`config.mk`:
```
export PLATFORM = sky130hd
export DESIGN_NAME = led_matrix_rx
export DESIGN_NICKNAME = d
export VERILOG_FILES = /design/src/rtl/led_matrix_rx.sv
export SDC_FILE = /design/constraint.sdc
export NUM_CORES = 1
export LEC_CHECK = 0
export ABC_AREA = 1
export BUFFER_PORTS_ARGS = -buffer_cell sky130_fd_sc_hd__buf_4
export CAP_MARGIN = 20
export CORE_ASPECT_RATIO = 1.4
export CORE_MARGIN = 10
export CORE_UTILIZATION = 56
export DETAILED_ROUTE_END_ITERATION = 7
export HOLD_SLACK_MARGIN = 0.02
export PLACE_DENSITY = 0.76
export SYNTH_ARGS = -nofsm -noshare
export SYNTH_HDL_FRONTEND = slang
export SYNTH_SLANG_ARGS = --single-unit
```
`constraint.sdc`:
```
create_clock -name clk -period 2.1 [get_ports clk]
set_clock_uncertainty 0.2 [all_clocks]
set_input_delay 0.315 -clock clk [delete_from_list [all_inputs] [get_ports clk]]
set_output_delay 0.315 -clock clk [all_outputs]
set_load 0.05 [all_outputs]
```
`src/rtl/led_matrix_rx.sv`:
```
// HUB75 panel receiver: oversamples the panel lines, rebuilds each latched row pair and streams pixel words.
// Optional LED_RX_BLANK_CHECK_EN blanks the colour of rows that were never displayed (oeb low) since the previous latch.
module led_matrix_rx #(
    parameter int COLS        = 32,
    parameter int SYNC_STAGES = 2
) (
    input  logic        clk,
    input  logic        reset,
    input  logic        led_clk,
    input  logic        lat,
    input  logic        oeb,
    input  logic        r1,
    input  logic        g1,
    input  logic        b1,
    input  logic        r2,
    input  logic        g2,
    input  logic        b2,
    input  logic [2:0]  line,
    output logic [31:0] data_out,
    output logic        data_out_en,
    input  logic        data_out_rdy,
    output logic        frame_done,
    output logic        overrun
);
    localparam int          SW       = COLS * 3;
    localparam int          NIN      = 12;
    localparam logic [5:0]  LAST_IDX = 6'(2 * COLS - 1);

    typedef enum logic [0:0] {
        ST_IDLE  = 1'b0,
        ST_DRAIN = 1'b1
    } state_t;

    logic [NIN-1:0]                  pin_s;
    logic [SYNC_STAGES-1:0][NIN-1:0] sync_r;
    logic [NIN-1:0]                  sy_s;
    logic [1:0]                      dly_r;
    logic                            shift_s;
    logic                            latch_s;
    logic                            oeb_sync_s;
    logic [2:0]                      rgb1_s;
    logic [2:0]                      rgb2_s;
    logic [2:0]                      line_sync_s;

    state_t          state_r, state_nxt_s;
    logic [5:0]      idx_r, idx_nxt_s;
    logic [5:0]      cnt_r, cnt_nxt_s;
    logic [SW-1:0]   upper_sr_r, lower_sr_r, upper_nxt_s, lower_nxt_s;
    logic [SW-1:0]   upper_hold_r, lower_hold_r;
    logic [2:0]      line_hold_r;
    logic            take_s;
    logic            accept_s;
    logic            en_r, en_nxt_s;
    logic [31:0]     dout_r, dout_nxt_s;
    logic            fd_r, fd_nxt_s;
    logic            ovr_r, ovr_nxt_s;
    logic            blank_r;
    logic            blank_new_s;

    function automatic logic [31:0] make_word(input logic [5:0] i, input logic [SW-1:0] up,
                                              input logic [SW-1:0] lo, input logic [2:0] ln,
                                              input logic blank);
        logic       half;
        logic [4:0] col;
        logic [2:0] pix;
        half = (i >= 6'(COLS));
        col  = half ? 5'(i - 6'(COLS)) : i[4:0];
        pix  = half ? lo[int'(col)*3 +: 3] : up[int'(col)*3 +: 3];
        pix  = blank ? 3'b000 : pix;
        return {7'd0, half, ln, col, 4'd0, {4{pix[2]}}, {4{pix[1]}}, {4{pix[0]}}};
    endfunction

    assign pin_s       = {led_clk, lat, oeb, r1, g1, b1, r2, g2, b2, line};
    assign sy_s        = sync_r[SYNC_STAGES-1];
    assign oeb_sync_s  = sy_s[9];
    assign rgb1_s      = sy_s[8:6];
    assign rgb2_s      = sy_s[5:3];
    assign line_sync_s = sy_s[2:0];
    assign shift_s     = sy_s[11] & ~dly_r[1];
    assign latch_s     = sy_s[10] & ~dly_r[0];
    assign accept_s    = en_r & data_out_rdy;

    // Synchroniser chain plus the edge-detect delay for led_clk and lat
    always_ff @(posedge clk or negedge reset) begin
        if (!reset) begin
            sync_r <= '0;
            dly_r  <= 2'b00;
        end else begin
            sync_r <= {sync_r[SYNC_STAGES-2:0], pin_s};
            dly_r  <= sy_s[11:10];
        end
    end

    // Next shift-register contents; a shift coinciding with a latch lands in the latched row
    always_comb begin
        upper_nxt_s = upper_sr_r;
        lower_nxt_s = lower_sr_r;
        cnt_nxt_s   = cnt_r;
        if (shift_s) begin
            upper_nxt_s = {upper_sr_r[SW-4:0], rgb1_s};
            lower_nxt_s = {lower_sr_r[SW-4:0], rgb2_s};
            cnt_nxt_s   = (cnt_r == 6'd63) ? cnt_r : cnt_r + 6'd1;
        end else begin
            cnt_nxt_s   = cnt_r;
        end
    end

`ifdef LED_RX_BLANK_CHECK_EN
    logic seen_r;

    assign blank_new_s = take_s ? ~seen_r : blank_r;

    // Track whether the panel was enabled at least once between accepted latches
    always_ff @(posedge clk or negedge reset) begin
        if (!reset) begin
            seen_r  <= 1'b1;
            blank_r <= 1'b0;
        end else if (take_s) begin
            seen_r  <= ~oeb_sync_s;
            blank_r <= ~seen_r;
        end else if (!oeb_sync_s) begin
            seen_r  <= 1'b1;
        end
    end
`else
    logic unused_oeb_s;

    assign unused_oeb_s = oeb_sync_s;
    assign blank_r      = 1'b0;
    assign blank_new_s  = 1'b0;
`endif

    // Drain FSM: next state, word index and registered stream outputs
    always_comb begin
        state_nxt_s = state_r;
        idx_nxt_s   = idx_r;
        en_nxt_s    = en_r;
        dout_nxt_s  = dout_r;
        fd_nxt_s    = 1'b0;
        ovr_nxt_s   = ovr_r;
        take_s      = 1'b0;
        case (state_r)
            ST_IDLE: begin
                if (latch_s) begin
                    take_s      = 1'b1;
                    state_nxt_s = ST_DRAIN;
                    idx_nxt_s   = 6'd0;
                    en_nxt_s    = 1'b1;
                    dout_nxt_s  = make_word(6'd0, upper_nxt_s, lower_nxt_s, line_sync_s, blank_new_s);
                    ovr_nxt_s   = ovr_r | (cnt_nxt_s != 6'(COLS));
                end else begin
                    en_nxt_s    = 1'b0;
                end
            end
            ST_DRAIN: begin
                ovr_nxt_s = ovr_r | latch_s;
                if (accept_s && idx_r == LAST_IDX) begin
                    state_nxt_s = ST_IDLE;
                    en_nxt_s    = 1'b0;
                    dout_nxt_s  = 32'd0;
                    fd_nxt_s    = (line_hold_r == 3'd7);
                end else if (accept_s) begin
                    idx_nxt_s   = idx_r + 6'd1;
                    dout_nxt_s  = make_word(idx_r + 6'd1, upper_hold_r, lower_hold_r, line_hold_r, blank_r);
                end else begin
                    idx_nxt_s   = idx_r;
                end
            end
            default: begin
                state_nxt_s = ST_IDLE;
                en_nxt_s    = 1'b0;
            end
        endcase
    end

    // State, datapath and output registers
    always_ff @(posedge clk or negedge reset) begin
        if (!reset) begin
            state_r      <= ST_IDLE;
            idx_r        <= 6'd0;
            cnt_r        <= 6'd0;
            upper_sr_r   <= '0;
            lower_sr_r   <= '0;
            upper_hold_r <= '0;
            lower_hold_r <= '0;
            line_hold_r  <= 3'd0;
            en_r         <= 1'b0;
            dout_r       <= 32'd0;
            fd_r         <= 1'b0;
            ovr_r        <= 1'b0;
        end else begin
            state_r    <= state_nxt_s;
            idx_r      <= idx_nxt_s;
            cnt_r      <= take_s ? 6'd0 : cnt_nxt_s;
            upper_sr_r <= upper_nxt_s;
            lower_sr_r <= lower_nxt_s;
            en_r       <= en_nxt_s;
            dout_r     <= dout_nxt_s;
            fd_r       <= fd_nxt_s;
            ovr_r      <= ovr_nxt_s;
            if (take_s) begin
                upper_hold_r <= upper_nxt_s;
                lower_hold_r <= lower_nxt_s;
                line_hold_r  <= line_sync_s;
            end
        end
    end

    assign data_out    = dout_r;
    assign data_out_en = en_r;
    assign frame_done  = fd_r;
    assign overrun     = ovr_r;
endmodule

```
==> results.py <==
metrics = {
    "job": {
        "max-cap-violations": 0,
    },
    "placement": {
        "dpl.hpwl_um": 26300,
        "gp_congestion": 0.834,
        "pre_cts_slack_ns": -0.142,
        "port_buffers": 37,
    },
    "synth": {
        "synth-edff-count": 0,
        "synth_top_area_share_pct": 60.0,
        "seq_area_frac_synth_pct": 60.0,
        "async_flop_share_pct": 100,
        "yosysTopAreaCell": "dfrtp_1",
        "synth_cell_type_count": 33,
        "syn_avg_cell_area_um2": 8.33,
        "yosysWarnings": 0,
        "ys_ff_latch": 439,
        "ys.flop_type": "dfrtp_1",
        "synth.area.top_cells": "dfrtp_1 60%, nand2_1 24%, nand3_1 4.6%",
        "netlist_instances": 2196,
        "synth_area_um2": 18300,
    },
    "setup_path": {
        "arrival_ns": 2.49,
        "critPathMaxStageDelay_ns": 0.46,
        "required_ns": 2.38,
        "rr_worst_depth": 12,
        "critPathSlowestCell": "dfrtp_4",
        "endpoint_kind": "register",
        "crit_type": "reg -> reg",
        "crit_path_start_kind": "register",
        "path_cells": "nand3_4, o21bai_4, nand2_8, buf_12, clkbuf_16, o21ai_2, nand3_1, nand3_2, nand3_2, nand3_2, nand3_2, a21oi_2",
        "cp_common_cell": "nand3_2",
        "crit_path_max_fanout": 5,
    },
    "route": {
        "firstDrtPassIters": 5,
        "wirelength_um": 45300,
        "viasPerCell": 5.47,
        "antenna_left": 0,
        "route.met2.wl_um": 22700,
        "routed-wl-met3_um": 2720,
        "wl_met1_um": 18400,
        "dr.first_iter.drc_count": 1641,
        "wl_per_cell_um": 16.7,
        "drc_errors": 0,
        "vias": 14800,
        "top_layer_used": "met4",
    },
    "power_and_ir_drop": {
        "p_per_area_nw_per_um2": 1040,
        "cellLeakagePower_nw": 11.2,
        "irDropWorstVdd_mv": 0.758,
        "total_power_mw": 22.2,
    },
    "run_status": {
        "violations": "negative setup slack",
        "status": "finished, violations left",
    },
    "timing": {
        "min_period_ns": 2.20,
        "min_period_over_period_pct": 105,
        "grt_setup_unrepaired": "yes",
        "hold_viol": 0,
        "finalSetupViolCount": 3,
        "drv_slew": 0,
        "max_freq_mhz": 454,
        "worst_pin_slew_ns": 0.689,
        "slew_headroom_pct": 54.1,
        "setup_slack_ns": -0.104,
        "tns_ns": -0.225,
    },
    "floorplan": {
        "die_w_um": 173,
        "die-area_um2": 40400,
        "rows": 78,
        "initial_utilization_pct": 56.6,
        "num_io_pins": 50,
        "coreArea_um2": 32300,
        "die_h_um": 234,
    },
    "cells_and_area": {
        "multi_input_area_um2": 6580,
        "regArea_um2": 11000,
        "area_growth_pct": 16.3,
        "drive_above_1_share_pct": 10.8,
        "n_antenna_cell": 0,
        "mostFrequentLayoutCell": "nand2_1",
        "fillers": 2514,
        "final_cell_mix": "1148 x nand2_1, 435 x dfrtp_1, 150 x nand3_1",
        "final_core_util_pct": 65.9,
        "nets": 2257,
    },
    "grt": {
        "grt_pass1_wl_um": 74000,
        "track_usage_pct": 21.8,
        "grt_overflow": 0,
        "antenna_found_initial": 0,
        "grt_max_degree": 155,
        "grt_pass1_vias": 14900,
    },
    "clock_tree": {
        "cts_sinks": 439,
        "clockBufferDepth": 3,
        "htree_levels": 2,
        "clock_latency_ns": 0.55,
        "clk_pin_slew_ns": 0.07,
        "cts_tree": "done",
        "cts_root_buf": "clkbuf_16",
        "cts_made_buffers": 42,
    },
    "worst_hold_path": {
        "holdCritPathClass": "in -> async",
    },
}
[cell usage after synthesis, types with 2 or more instances]
cell type  instances
a21oi_1           54
buf_1              6
buf_2              5
buf_4             25
buf_6              7
clkbuf_1         102
clkinv_1           2
dfrtp_1          439
ha_1               2
inv_1             70
inv_2              2
nand2_1         1153
nand3_1          167
nand3_2            2
nor2_1            20
nor3_1             2
o211ai_1           3
o21ai_0           71
o21ai_1           45
o22ai_1            2
or2_2              2
xor2_1             4
[cell type report]
cell class,count,share of cell area [%]
tap,440,2.59
inverter,74,1.36
sequential,439,51.7
clock inverter,11,0.571
multi-input combinational,1548,30.9
clock buffer,65,6.07
timing repair buffer,135,6.80
[registers in the layout (all words and copies together) (netlist names), 11 cells and up]
register / cells
sync_r: 11
data_out: 12
upper_hold_r: 96
lower_hold_r: 96
upper_sr_r: 96
lower_sr_r: 96
sy_s: 11
[worst max-delay path: cells and delay by family (launching register included)]
kind / cells / cell delay, ns
AO/OA/AOI/OAI: 3 / 0.47
buffers and inverters: 2 / 0.31
flip-flops: 1 / 0.46
AND/OR/NAND/NOR: 7 / 0.68
[per-stage QoR]
step / area, um2 / std cells / hold slack [ns]
floorplan: 18300 / 2206 / -0.181
global placement: 19300 / 2610 / 0.0313
detailed placement: 19300 / 2610 / 0.0325
CTS: 20900 / 2701 / 0.0592
global route: 21300 / 2712 / 0.0645
finish: 21300 / 2712 / 0.0482
[metal layers]
metal	vias up	track usage [%]
met2	501	38.2
met1	7327	27.1
met5	-	0
met4	0	8.51
li1	6906	-
met3	108	3.11
[worst paths after layout]
check / from / end / slack (ns)
max in group asynchronous: reset / upper_hold_r[48]$_DFFE_PN0P_ / 0.89
worst min register to register: sync_r[4]$_DFF_PN0_ / sy_s[4]$_DFF_PN0_ / 0.15
worst max-delay path: idx_r[0]$_DFFE_PN0P_ / data_out[3]$_DFFE_PN0P_ / -0.10
worst max register to register: idx_r[0]$_DFFE_PN0P_ / data_out[3]$_DFFE_PN0P_ / -0.10
worst min-delay path: reset / upper_sr_r[8]$_DFF_PN0_ / 0.05
min in group clk: sync_r[4]$_DFF_PN0_ / sy_s[4]$_DFF_PN0_ / 0.15
[where the power goes]
| part | total (mW) | internal (mW) | switching, mW |
|---|---|---|---|
| sequential | 9.44 | 9.02 | 0.416 |
| combinational | 4.98 | 1.66 | 3.32 |
| clock | 7.74 | 4.49 | 3.25 |
[cell families after synthesis]
family,after synthesis,synth area share [%]
compound gates,178,5.03
xor+xnor,5,0.239
fa+ha+maj,2,0.137
buf+inv,219,5.33
flops,439,60.0
mux,1,0.0547
other cells,1,0.0205
simple gates,1351,29.2
[repair_timing]
item                       in CTS  in global routing
gates cloned                    0                  5
pin swaps                       2                 27
hold endpoints to repair      377                  0
hold buffers                   13                  0
setup endpoints to repair       3                100
gates resized for setup        10                 51
setup buffers                   2                  7
Power figures use the tool's default switching activity.
